File: src/rtl/fetch_unit_if.sv
// fetch_unit_if: instruction-memory and decode-side signals of the fetch stage.
//   imem_req/imem_addr    fetch request toward instruction memory
//   imem_ready/imem_rdata memory completion and returned word
//   instr_valid/instr_ready, instr, instr_pc, instr_pc_plus1  decode handshake
//   redirect/redirect_pc  branch/jump target from the datapath
// master: the fetch unit; slave: memory + decode side.
interface fetch_unit_if #(
   parameter int unsigned PC_W = 5
);
   logic            imem_req;
   logic [PC_W-1:0] imem_addr;
   logic            imem_ready;
   logic [31:0]     imem_rdata;
   logic            instr_valid;
   logic            instr_ready;
   logic [31:0]     instr;
   logic [PC_W-1:0] instr_pc;
   logic [PC_W-1:0] instr_pc_plus1;
   logic            redirect;
   logic [PC_W-1:0] redirect_pc;

   modport master (
      output imem_req, imem_addr, instr_valid, instr, instr_pc, instr_pc_plus1,
      input  imem_ready, imem_rdata, instr_ready, redirect, redirect_pc
   );

   modport slave (
      input  imem_req, imem_addr, instr_valid, instr, instr_pc, instr_pc_plus1,
      output imem_ready, imem_rdata, instr_ready, redirect, redirect_pc
   );
endinterface

File: src/rtl/fetch_unit.sv
// fetch_unit: instruction-fetch stage. Owns the word-addressed PC, issues one
// request at a time to a variable-latency instruction memory, buffers one
// returned instruction with its PC and offers it to decode via valid/ready.
// Redirects squash the buffered instruction and any in-flight fetch.
// Ports:
//   CLK    sole clock
//   RST_N  asynchronous active-low reset
//   bus    fetch_unit_if master modport (memory + decode + redirect signals)
module fetch_unit #(
   parameter int unsigned PC_W     = 5,
   parameter int unsigned RESET_PC = 0
) (
   input  logic          CLK,
   input  logic          RST_N,
   fetch_unit_if.master  bus
);

   typedef enum logic [1:0] {
      S_FETCH,
      S_FULL,
      S_DRAIN
   } state_t;

   state_t          state, state_nx;
   logic [PC_W-1:0] pc, pc_nx;
   logic [PC_W-1:0] target, target_nx;
   logic [31:0]     instr_q;
   logic [PC_W-1:0] instr_pc_q;
   logic            load;

   always_ff @(posedge CLK or negedge RST_N) begin
      if (!RST_N) begin
         state      <= S_FETCH;
         pc         <= PC_W'(RESET_PC);
         target     <= '0;
         instr_q    <= '0;
         instr_pc_q <= '0;
      end else begin
         state  <= state_nx;
         pc     <= pc_nx;
         target <= target_nx;
         if (load) begin
            instr_q    <= bus.imem_rdata;
            instr_pc_q <= pc;
         end
      end
   end

   // DRAIN keeps the abandoned request on the bus (a request is never
   // withdrawn) and remembers the newest redirect target until it completes.
   always_comb begin
      state_nx  = state;
      pc_nx     = pc;
      target_nx = target;
      load      = 1'b0;
      unique case (state)
         S_FETCH: begin
            if (bus.imem_ready) begin
               if (bus.redirect) begin
                  pc_nx = bus.redirect_pc;
               end else begin
                  load     = 1'b1;
                  pc_nx    = pc + 1'b1;
                  state_nx = S_FULL;
               end
            end else if (bus.redirect) begin
               target_nx = bus.redirect_pc;
               state_nx  = S_DRAIN;
            end
         end
         S_FULL: begin
            if (bus.redirect) begin
               pc_nx    = bus.redirect_pc;
               state_nx = S_FETCH;
            end else if (bus.instr_ready) begin
               state_nx = S_FETCH;
            end
         end
         S_DRAIN: begin
            if (bus.redirect) begin
               target_nx = bus.redirect_pc;
            end
            if (bus.imem_ready) begin
               pc_nx    = bus.redirect ? bus.redirect_pc : target;
               state_nx = S_FETCH;
            end
         end
         default: begin
            state_nx = S_FETCH;
         end
      endcase
   end

   // Request is gated by RST_N so it drops the moment reset is asserted.
   assign bus.imem_req       = RST_N && (state != S_FULL);
   assign bus.imem_addr      = pc;
   assign bus.instr_valid    = (state == S_FULL);
   assign bus.instr          = instr_q;
   assign bus.instr_pc       = instr_pc_q;
   assign bus.instr_pc_plus1 = instr_pc_q + 1'b1;

endmodule

File: src/flat_wrapper.sv
// flat-port wrapper written by rule: the top's interface ports become plain ports
module fetch_unit_flat 
#(
   parameter int unsigned PC_W     = 5,
   parameter int unsigned RESET_PC = 0
)
  (CLK, RST_N, bus_imem_req, bus_imem_addr, bus_instr_valid, bus_instr, bus_instr_pc, bus_instr_pc_plus1, bus_imem_ready, bus_imem_rdata, bus_instr_ready, bus_redirect, bus_redirect_pc);
  fetch_unit_if #(.PC_W(PC_W)) bus_i ();
  input  logic CLK;
  input  logic RST_N;
  output wire logic [$bits(bus_i.imem_req)-1:0] bus_imem_req;
  output wire logic [$bits(bus_i.imem_addr)-1:0] bus_imem_addr;
  output wire logic [$bits(bus_i.instr_valid)-1:0] bus_instr_valid;
  output wire logic [$bits(bus_i.instr)-1:0] bus_instr;
  output wire logic [$bits(bus_i.instr_pc)-1:0] bus_instr_pc;
  output wire logic [$bits(bus_i.instr_pc_plus1)-1:0] bus_instr_pc_plus1;
  input wire logic [$bits(bus_i.imem_ready)-1:0] bus_imem_ready;
  input wire logic [$bits(bus_i.imem_rdata)-1:0] bus_imem_rdata;
  input wire logic [$bits(bus_i.instr_ready)-1:0] bus_instr_ready;
  input wire logic [$bits(bus_i.redirect)-1:0] bus_redirect;
  input wire logic [$bits(bus_i.redirect_pc)-1:0] bus_redirect_pc;
  assign bus_imem_req = bus_i.imem_req;
  assign bus_imem_addr = bus_i.imem_addr;
  assign bus_instr_valid = bus_i.instr_valid;
  assign bus_instr = bus_i.instr;
  assign bus_instr_pc = bus_i.instr_pc;
  assign bus_instr_pc_plus1 = bus_i.instr_pc_plus1;
  assign bus_i.imem_ready = bus_imem_ready;
  assign bus_i.imem_rdata = bus_imem_rdata;
  assign bus_i.instr_ready = bus_instr_ready;
  assign bus_i.redirect = bus_redirect;
  assign bus_i.redirect_pc = bus_redirect_pc;
  fetch_unit #(.PC_W(PC_W), .RESET_PC(RESET_PC)) u_core (.CLK(CLK), .RST_N(RST_N), .bus(bus_i));
endmodule
File: config.mk
export PLATFORM = sky130hd
export DESIGN_NAME = fetch_unit_flat
export DESIGN_NICKNAME = d
export VERILOG_FILES = /design/src/rtl/fetch_unit_if.sv /design/src/rtl/fetch_unit.sv /design/src/flat_wrapper.sv
export SDC_FILE = /design/constraint.sdc
export NUM_CORES = 1
export LEC_CHECK = 0
export BUFFER_PORTS_ARGS = -buffer_cell sky130_fd_sc_hd__buf_2
export CAP_MARGIN = 20
export CORE_ASPECT_RATIO = 0.7
export CORE_UTILIZATION = 48
export DETAILED_ROUTE_END_ITERATION = 10
export PLACE_DENSITY = 0.82
export SYNTH_ARGS = -nofsm -noshare
export SYNTH_HDL_FRONTEND = slang
export SYNTH_SLANG_ARGS = --single-unit
File: constraint.sdc
create_clock -name CLK -period 2.3 [get_ports CLK]
set_input_delay 0.115 -clock CLK [delete_from_list [all_inputs] [get_ports CLK]]
set_output_delay 0.115 -clock CLK [all_outputs]
set_load 0.03 [all_outputs]
Word level (Yosys, flattened, before mapping)
Index checks and enable logic that the tools add are counted.

Word-level logic and storage cells: 42. Memory bits (writable): 0. Output and inout port bits: 49. Memories: 0. Latch bits: 0. Bits in read-only memories: 0. Input bits: 42. Register bits: 49.

Equal/unequal tests: 10. Multiply operators: 0. Order comparisons: 0. Add/sub/neg operators: 2. Bitwise gates (word level): 0. Reduce and logical (&&, ||, !) cells: 7. Shift-type cells: 0. Muxes and demuxes: 18. Div/mod/pow operators: 0.

Operators with widths (count): $mux 5 (6); $pmux 5 s3 (1); $mux 2 (6); $add 5x1->5 const B (2); $pmux 5 s2 (1); $reduce_and 4->1 (2); $ne 2x2->1 const B (3); $ne 3x3->1 const B (2); $pmux 2 s3 (1); $ne 2x1->1 const B (2); $mux 1 (3); $ne 3x1->1 const B (1); $reduce_bool 3->1 (1); $eq 2x1->1 const B (1); $eq 2x2->1 const B (1); $logic_not 2->1 (1); $reduce_and 2->1 (1); $reduce_bool 2->1 (1); $logic_and 1x1->1 (1).

Depth between registers and ports, before layout
Gate-level depths: netlist of run 1.

Word-level depth: 4. Depth in mapped cells: 8.

Worst setup path after synthesis of run 1
OpenSTA, ideal clock, no wires.

Path type: register -> register. From: register u_core.state[1]. To: register u_core.pc[3], in the netlist u_core.bus.imem_addr[3]. Data arrival time: 1.688 ns. Setup time: 0.126 ns. Clock period less this slack: 1.814 ns. Slack: 0.486 ns. Cell stages (with the launch flop): 8. Cell sequence: dfrtp_1 -> inv_1 -> ha_1 -> inv_1 -> o221ai_1 -> buf_2 -> nor3_1 -> a221o_1.

Word-level cells in the longest chain between the ends: 3. Elaborated cells on any way between the ends: 9. Classes of those cells: eq/ne (5); mux (1); reduce/logical (3).

Ends and longest elaborated chain: start: declaration (line fetch_unit.sv:24) `state_t state, state_nx;`; start signal: assignment (line fetch_unit.sv:39) `state <= state_nx;`; $eq 2x1->1 *; net bus_instr_valid (line flat_wrapper.sv:13) `output wire logic [$bits(bus_i.instr_valid)-1:0] bus_instr_valid;`; $ne 2x1->1 (no source line) or $reduce_bool 3->1 (tied branches); $reduce_and 4->1 (no source line); end signal: assignment (line fetch_unit.sv:34) `pc <= PC_W'(RESET_PC);`; end signal: assignment (line fetch_unit.sv:40) `pc <= pc_nx;`; end: declaration (line fetch_unit.sv:25) `logic [PC_W-1:0] pc, pc_nx;`.

Mark *: on every way through the listed nets, which the timed path passes. The rest lies on a longest branch. A chain may end at the register's enable or synchronous reset.

Worst setup path in the final report of run 1
From: register u_core.state[0]. To: register u_core.pc[3], in the netlist u_core.bus.imem_addr[3].

Word-level cells in the longest chain between the ends: 3. Elaborated cells on any way between the ends: 9. Classes of those cells: eq/ne (5); mux (1); reduce/logical (3).

Ends and longest elaborated chain: $eq 2x1->1, or another cell as far along (line fetch_unit.sv:56) `unique case (state)`; $ne 2x1->1 (no source line), or another cell as far along; $reduce_and 4->1 (no source line).

Several ways; a longest one is shown, not always the timed one.

==> impl_metrics.sql, run 1 <==
INSERT INTO impl_metrics (metric_group, metric, value, unit) VALUES
('clocking', 'cts_made_buffers', '5', ''),
('logic_synthesis', 'synth_enable_flop_cells', '0', ''),
('floorplanning', 'chipHeight', '60.0', 'µm'),
('worst_setup_path', 'path_delay_family', 'compound AO/OA/AOI/OAI gates', ''),
('logic_synthesis', 'netlist_instances', '177', ''),
('sta', 'rsz0062_at_grt', 'false', ''),
('cells_and_area', 'layout-drive-gt1-share', '54.8', '%'),
('run', 'max_cap_violations', '0', ''),
('logic_synthesis', 'netlist_area', '2310', 'µm²'),
('worst_setup_path', 'worst-path-stages', '6', ''),
('clocking', 'cts_tree', 'built', ''),
('worst_setup_path', 'worstPathCellList', 'inv_1, ha_1, nor2_1, o221ai_1, o21ai_0, a221o_1', ''),
('detailed_routing', 'dr.pass1.iters', '10', ''),
('sta', 'worst_slew_pin_slew', '0.500', 'ns'),
('pwr', 'p_sw', '2.21', 'mW'),
('sta', 'timing.final.crit_period', '2.02', 'ns'),
('run_status', 'outcome', 'finished, violations left', ''),
('clocking', 'worst_skew_pair.late_latency', '0.30', 'ns'),
('logic_synthesis', 'syn_avg_cell_area', '13.0', 'µm²'),
('logic_synthesis', 'post_synth_main_area_contributors', 'sky130_fd_sc_hd__dfrtp_1 53%, sky130_fd_sc_hd__mux2_2 20%, sky130_fd_sc_hd__ha_1 4.3%, sky130_fd_sc_hd__buf_2 1.5%, sky130_fd_sc_hd__inv_1 1.3%', ''),
('worst_setup_path', 'crit_path_start_kind', 'register', ''),
('pwr', 'power_frac_seq', '33.7', '%'),
('placed_design', 'place.gp.congestion', '0.896', ''),
('clocking', 'ctsResizeCount', '0', ''),
('placed_design', 'port_buffers', '90', ''),
('sta', 'max_freq', '494', 'MHz'),
('hold_path', 'hold_depth', '2', ''),
('run_status', 'violations_in_the_final_reports', 'DRC', ''),
('detailed_routing', 'detail_route.iter0.violations', '70', ''),
('worst_setup_path', 'setup.worst_path.end_class', 'register', ''),
('worst_setup_path', 'r2r_cells', '6', ''),
('grt', 'overflow', '0', ''),
('floorplanning', 'effective_utilization_at_floorplan', '51.6', '%'),
('grt', 'grt_pass1_wl', '7230', 'µm'),
('cells_and_area', 'antennaDiodeCount', '0', ''),
('pwr', 'p_clk_share', '10.6', '%'),
('floorplanning', 'io_pins', '91', ''),
('logic_synthesis', 'synth_sequential_area_ratio', '53.1', '%'),
('pwr', 'power_leakage', '1.44', 'nW'),
('logic_synthesis', 'synth.most_common_cell', 'sky130_fd_sc_hd__dfrtp_1', ''),
('pwr', 'power_share_of_the_combinational_group', '55.7', '%'),
('pwr', 'power.density_cell_area', '1620', 'nW/µm²'),
('floorplanning', 'fp.dieArea', '5100', 'µm²'),
('floorplanning', 'fp.coreArea', '4480', 'µm²'),
('logic_synthesis', 'synth_cell_types', '36', ''),
('pwr', 'internal-power', '2.50', 'mW'),
('sta', 'worst_slew_margin_rel', '66.7', '%'),
('placed_design', 'dpl-instance-area', '2810', 'µm²'),
('worst_setup_path', 'crit_path_max_fanout', '8', ''),
('cells_and_area', 'synthToLayoutAreaGrowth', '25.7', '%'),
('logic_synthesis', 'dominantRegCellSynth', 'sky130_fd_sc_hd__dfrtp_1', ''),
('clocking', 'cts_setup_buffers', '0', ''),
('placed_design', 'detailed_place_hpwl', '3530', 'µm'),
('sta', 'hold_slack', '0.0364', 'ns'),
('logic_synthesis', 'ys_top_cells_by_count', '49 x sky130_fd_sc_hd__dfrtp_1, 42 x sky130_fd_sc_hd__mux2_2, 8 x sky130_fd_sc_hd__ha_1, 8 x sky130_fd_sc_hd__inv_1, 8 x sky130_fd_sc_hd__nand2_1', ''),
('hold_path', 'worst_hold_path_type', 'in2reg', ''),
('sta', 'clock_skew', '0.00720', 'ns'),
('pwr', 'ir_drop', '521', 'µV'),
('detailed_routing', 'wl', '4600', 'µm'),
('detailed_routing', 'route.vias.total', '1680', ''),
('logic_synthesis', 'ys_seq_elements', '49', ''),
('grt', 'grt_pass1_vias', '1525', ''),
('detailed_routing', 'drc', '9', ''),
('logic_synthesis', 'synth.net_count', '227', ''),
('worst_setup_path', 'critPathRequiredTime', '2.49', 'ns'),
('worst_setup_path', 'worst-endpoint-arrival', '2.22', 'ns'),
('logic_synthesis', 'async_flop_share', '100', '%'),
('cells_and_area', 'layout.core_utilization', '64.8', '%'),
('clocking', 'cts_root_buf', 'sky130_fd_sc_hd__clkbuf_8', ''),
('cells_and_area', 'num-nets-final', '319', ''),
('floorplanning', 'chipWidth', '84.9', 'µm');
==> final timing paths <==
kind,startpoint,end,slack (ns)
hold reg to reg,u_core.bus.instr[9],u_core.bus.instr[9],0.51
hold / removal,bus_imem_rdata[17],u_core.bus.instr[17],0.04
max in group asynchronous,RST_N,u_core.target[1],1.25
min in group asynchronous,RST_N,u_core.bus.instr[27],0.31
setup / recovery,u_core.state[0],u_core.bus.imem_addr[3],0.28
setup reg to reg,u_core.state[0],u_core.bus.imem_addr[3],0.28
==> area by class of cell <==
cell class,count,area [µm²]
flip-flops and latches,49,1230
inverters,8,30.0
well taps,55,68.8
multi-input cells,111,996
fillers,353,1580
clock buffers,6,72.6
clock inverters,2,13.8
repair buffers,94,495
==> metrics by stage <==
step                std cells  worst slack [ns]  total power, mW
floorplan                 177             0.486             3.51
global placement          316             0.397             4.16
detailed placement        316             0.271             4.24
CTS                       325             0.259             4.75
global route              325            0.0545             5.02
finish                    325             0.275             4.70
==> cells in the final DEF (no fill, tap or decap), types with 2 or more instances in the layout <==
| cell type | n |
|---|---|
| sky130_fd_sc_hd__a221o_1 | 2 |
| sky130_fd_sc_hd__o21ai_0 | 5 |
| sky130_fd_sc_hd__nor3_1 | 3 |
| sky130_fd_sc_hd__nor2_1 | 3 |
| sky130_fd_sc_hd__clkbuf_8 | 5 |
| sky130_fd_sc_hd__inv_1 | 8 |
| sky130_fd_sc_hd__nand2_1 | 8 |
| sky130_fd_sc_hd__nor2b_1 | 2 |
| sky130_fd_sc_hd__a211oi_1 | 2 |
| sky130_fd_sc_hd__mux2_2 | 42 |
| sky130_fd_sc_hd__a22o_1 | 2 |
| sky130_fd_sc_hd__nor3b_1 | 2 |
| sky130_fd_sc_hd__buf_2 | 90 |
| sky130_fd_sc_hd__dfrtp_1 | 49 |
| sky130_fd_sc_hd__xnor2_1 | 2 |
| sky130_fd_sc_hd__buf_4 | 2 |
| sky130_fd_sc_hd__or2_2 | 2 |
| sky130_fd_sc_hd__xor2_1 | 2 |
| sky130_fd_sc_hd__a21o_1 | 2 |
| sky130_fd_sc_hd__a21oi_1 | 4 |
| sky130_fd_sc_hd__ha_1 | 8 |
| sky130_fd_sc_hd__a221oi_1 | 2 |
| sky130_fd_sc_hd__nand3_1 | 4 |
==> cells by family (layout without fill, tap and decap cells) <==
kind of cell             count (synthesis)  in the layout  share of synthesized area [%]
flip-flops                              49             49                           53.1
multiplexers                            44             44                           21.6
AO/OA/AOI/OAI                           28             28                           9.64
AND/OR/NAND/NOR                         27             27                           6.07
buffers and inverters                   17            110                           3.79
adder cells (fa/ha/maj)                  8              8                           4.33
XOR/XNOR                                 4              4                           1.52
==> routing by layer <==
| layer | share of wire [%] | global-route usage, % |
|---|---|---|
| met5 | 0 | 0 |
| met2 | 45 | 30.2 |
| met3 | 5.8 | 5.80 |
| met1 | 48 | 25.0 |
| met4 | 1.7 | 8.96 |
==> power by group through the flow <==
stage          sequential (mW)  clock, mW  combinational, mW
4_1_cts                   1.59      0.520               2.64
5_1_grt                   1.65      0.566               2.81
6_report                  1.58      0.500               2.62
3_3_place_gp              1.58          0               2.58
3_5_place_dp              1.61          0               2.63
2_1_floorplan             2.33          0               1.18
==> flip-flops by register name, summed over array words and instances, names as in the netlist <==
name and count:
u_core.bus.instr_pc 5, u_core.state 2, u_core.bus.imem_addr 5, u_core.bus.instr 32, u_core.target 5
==> timing repair <==
item	4_1_cts	5_1_grt
endpoints found under the setup margin	0	0
endpoints found under the hold margin	21	0
hold buffers	1	0
Note: power is estimated with default switching activity, not from simulation.
==> run 2, diff against run 1 <==
--- a/config.mk
+++ b/config.mk
@@ -8,8 +8,10 @@
 export BUFFER_PORTS_ARGS = -buffer_cell sky130_fd_sc_hd__buf_2
 export CAP_MARGIN = 20
 export CORE_ASPECT_RATIO = 0.7
+export CORE_MARGIN = 5
 export CORE_UTILIZATION = 48
 export DETAILED_ROUTE_END_ITERATION = 10
+export GPL_TIMING_DRIVEN = 0
 export PLACE_DENSITY = 0.82
 export SYNTH_ARGS = -nofsm -noshare
 export SYNTH_HDL_FRONTEND = slang
==> impl_metrics.sql, run 2 (same netlist as run 1, synthesis figures left out) <==
INSERT INTO impl_metrics (metric_group, metric, value, unit) VALUES
('run_status', 'outcome', 'finished clean', ''),
('pwr', 'power.total', '4.83', 'mW'),
('pwr', 'p_clk_share', '12.4', '%'),
('worst_setup_path', 'critPathRequiredTime', '2.48', 'ns'),
('grt', 'antenna_found_initial', '0', ''),
('floorplanning', 'effective_utilization_at_floorplan', '48.8', '%'),
('cells_and_area', 'antennaDiodeCount', '0', ''),
('sta', 'clock_skew', '0.0113', 'ns'),
('pwr', 'internal-power', '2.61', 'mW'),
('floorplanning', 'chipWidth', '92.9', 'µm'),
('worst_setup_path', 'worstPathCellList', 'inv_1, ha_1, nand3b_1, buf_2, buf_2, mux2_2', ''),
('sta', 'timing.final.crit_share', '85.8', '%'),
('grt', 'globalRouteMet3Util', '4.18', '%'),
('worst_setup_path', 'critical_path.startpoint', 'u_core.state[0]', ''),
('clocking', 'worst_skew_pair.late_latency', '0.30', 'ns'),
('clocking', 'ctsResizeCount', '0', ''),
('hold_path', 'beginning_of_the_worst_hold_path', 'bus_imem_rdata[23]', ''),
('clocking', 'cts_tree', 'built', ''),
('sta', 'max_freq', '507', 'MHz'),
('pwr', 'power.density_cell_area', '1630', 'nW/µm²'),
('worst_setup_path', 'largest_stage_delay_worst_path', '0.41', 'ns'),
('cells_and_area', 'largest_register_ff_count', '32', ''),
('worst_setup_path', 'crit_path_max_fanout', '10', ''),
('grt', 'groute.layer.met1.usage', '21.2', '%'),
('sta', 'finalMaxSlewViolations', '0', ''),
('cells_and_area', 'num-nets-final', '324', ''),
('grt', 'overflow', '0', ''),
('floorplanning', 'fp.coreArea', '4730', 'µm²'),
('grt', 'grt_pass1_wl', '7920', 'µm'),
('pwr', 'ir_drop', '695', 'µV'),
('detailed_routing', 'post_drt_via_cell_ratio', '5.08', ''),
('floorplanning', 'io_pins', '91', ''),
('floorplanning', 'chipHeight', '68.0', 'µm'),
('placed_design', 'port_buffers', '88', ''),
('worst_setup_path', 'setup.worst_path.end_class', 'register', ''),
('cells_and_area', 'synthToLayoutAreaGrowth', '28.3', '%'),
('clocking', 'cts_made_buffers', '5', ''),
('grt', 'globalRouteMet2Util', '26.8', '%'),
('sta', 'timing.final.crit_period', '1.97', 'ns'),
('worst_setup_path', 'worst_path_most_repeated_cell', 'sky130_fd_sc_hd__buf_2', ''),
('sta', 'totalNegativeSetupSlack', '0', 'ns'),
('pwr', 'power.switching_fraction', '46.0', '%'),
('pwr', 'p_sw', '2.22', 'mW'),
('run', 'max_cap_violations', '0', ''),
('clocking', 'cts_root_buf', 'sky130_fd_sc_hd__clkbuf_8', ''),
('detailed_routing', 'dr.pass1.iters', '4', ''),
('sta', 'worst_slew_margin_rel', '65.1', '%'),
('cells_and_area', 'layout-drive-gt1-share', '56.0', '%'),
('cells_and_area', 'layout.core_utilization', '62.7', '%'),
('detailed_routing', 'wl', '5000', 'µm'),
('cells_and_area', 'mostFrequentLayoutCells', '95 x sky130_fd_sc_hd__buf_2, 49 x sky130_fd_sc_hd__dfrtp_1, 42 x sky130_fd_sc_hd__mux2_2', ''),
('hold_path', 'worst_hold_path_type', 'in2reg', ''),
('grt', 'grt_max_degree', '51', ''),
('sta', 'setup_slack', '0.327', 'ns'),
('clocking', 'clock_path_buffers', '2', ''),
('placed_design', 'detailed_place_hpwl', '3880', 'µm'),
('pwr', 'power_leakage', '1.47', 'nW'),
('detailed_routing', 'routed_wire_length_per_instance', '15.1', 'µm'),
('detailed_routing', 'detail_route.iter0.violations', '46', ''),
('pwr', 'power_share_of_the_combinational_group', '54.6', '%'),
('sta', 'report.final.hold_viol_count', '0', ''),
('worst_setup_path', 'worstSetupPathType', 'reg2reg', ''),
('detailed_routing', 'drc', '0', ''),
('grt', 'track_usage', '16.1', '%'),
('placed_design', 'place.gp.congestion', '0.820', ''),
('cells_and_area', 'most_common_library_cell_in_the_layout_ignoring_fill_and_taps', 'sky130_fd_sc_hd__buf_2', ''),
('worst_setup_path', 'startpoint_of_the_lowest_slack_register_to_register_path', 'u_core.state[0]', ''),
('grt', 'grt.busiest_layer', 'met2', ''),
('worst_setup_path', 'crit_path_start_kind', 'register', ''),
('sta', 'hold_slack', '0.0414', 'ns'),
('floorplanning', 'rows', '21', ''),
('clocking', 'worst_setup_hold_path_clk_slew', '0.09', 'ns'),
('clocking', 'cts_setup_buffers', '0', ''),
('clocking', 'clock_sinks', '49', ''),
('worst_setup_path', 'worst-endpoint-arrival', '2.15', 'ns'),
('detailed_routing', 'route.vias.total', '1687', ''),
('floorplanning', 'fp.dieArea', '6320', 'µm²'),
('clocking', 'cts.htree.levels', '2', ''),
('placed_design', 'dpl_worst_slack', '0.328', 'ns'),
('grt', 'grt_pass1_vias', '1653', ''),
('sta', 'worst_slew_pin_slew', '0.523', 'ns'),
('worst_setup_path', 'cp_max_delay_cell', 'sky130_fd_sc_hd__dfrtp_1', ''),
('sta', 'rsz0062_at_grt', 'false', ''),
('sta', 'timing.final.setup_violations', '0', ''),
('pwr', 'power_frac_seq', '33.0', '%'),
('detailed_routing', 'drtAntennaViolNets', '0', '');
run 2: final cells by class:
cell class                 instances  area [µm²]
buffer                             9        57.6
multi-input combinational        111         996
fill                             392        1770
sequential                        49        1230
timing repair buffer              90         470
tap                               57        71.3
inverter                           8        30.0
clock inverter                     3        43.8
clock buffer                       5        68.8
run 2: critical path, delay by kind of cell, from the launching register on:
kind | cells | cell delay, ns
muxes | 1 | 0.38
DFF | 1 | 0.41
and+or+nand+nor | 1 | 0.10
buffers and inverters | 3 | 0.69
adders and majority gates | 1 | 0.28
run 2: metal layers:
metal / up-vias / routed length, µm
li1: 826 / -
met1: 806 / 2280
met2: 50 / 2350
met3: 5 / 322
met4: 0 / 53
met5: - / 0
run 2: what timing repair did:
item,in CTS,in global routing
hold endpoints to repair,0,22
hold buffers,0,1
setup endpoints to repair,0,0
run 2: path summary, 6_finish.rpt:
path / slack (ns) / end / cells past startpoint
hold reg to reg: 0.51 / u_core.bus.instr[5] / 1
setup reg to reg: 0.33 / u_core.bus.instr[14] / 6
hold / removal: 0.04 / u_core.bus.instr[23] / 2
max in group asynchronous: 1.46 / u_core.state[1] / 3
min in group asynchronous: 0.31 / u_core.bus.instr[24] / 2
setup / recovery: 0.33 / u_core.bus.instr[14] / 6
run 2: through the flow:
step / cells / cell area [µm²]
after floorplan: 177 / 2310
after global placement: 322 / 2820
after detailed placement: 322 / 2820
after CTS: 330 / 2930
after global routing: 332 / 2960
final: 332 / 2960
run 2: power by group through the flow:
stage	Sequential, mW	Clock, mW	Combinational [mW]
after floorplan	2.33	0	1.18
after global placement	1.58	0	2.60
after detailed placement	1.61	0	2.65
after CTS	1.60	0.623	2.66
after global routing	1.67	0.657	2.84
final	1.59	0.601	2.64
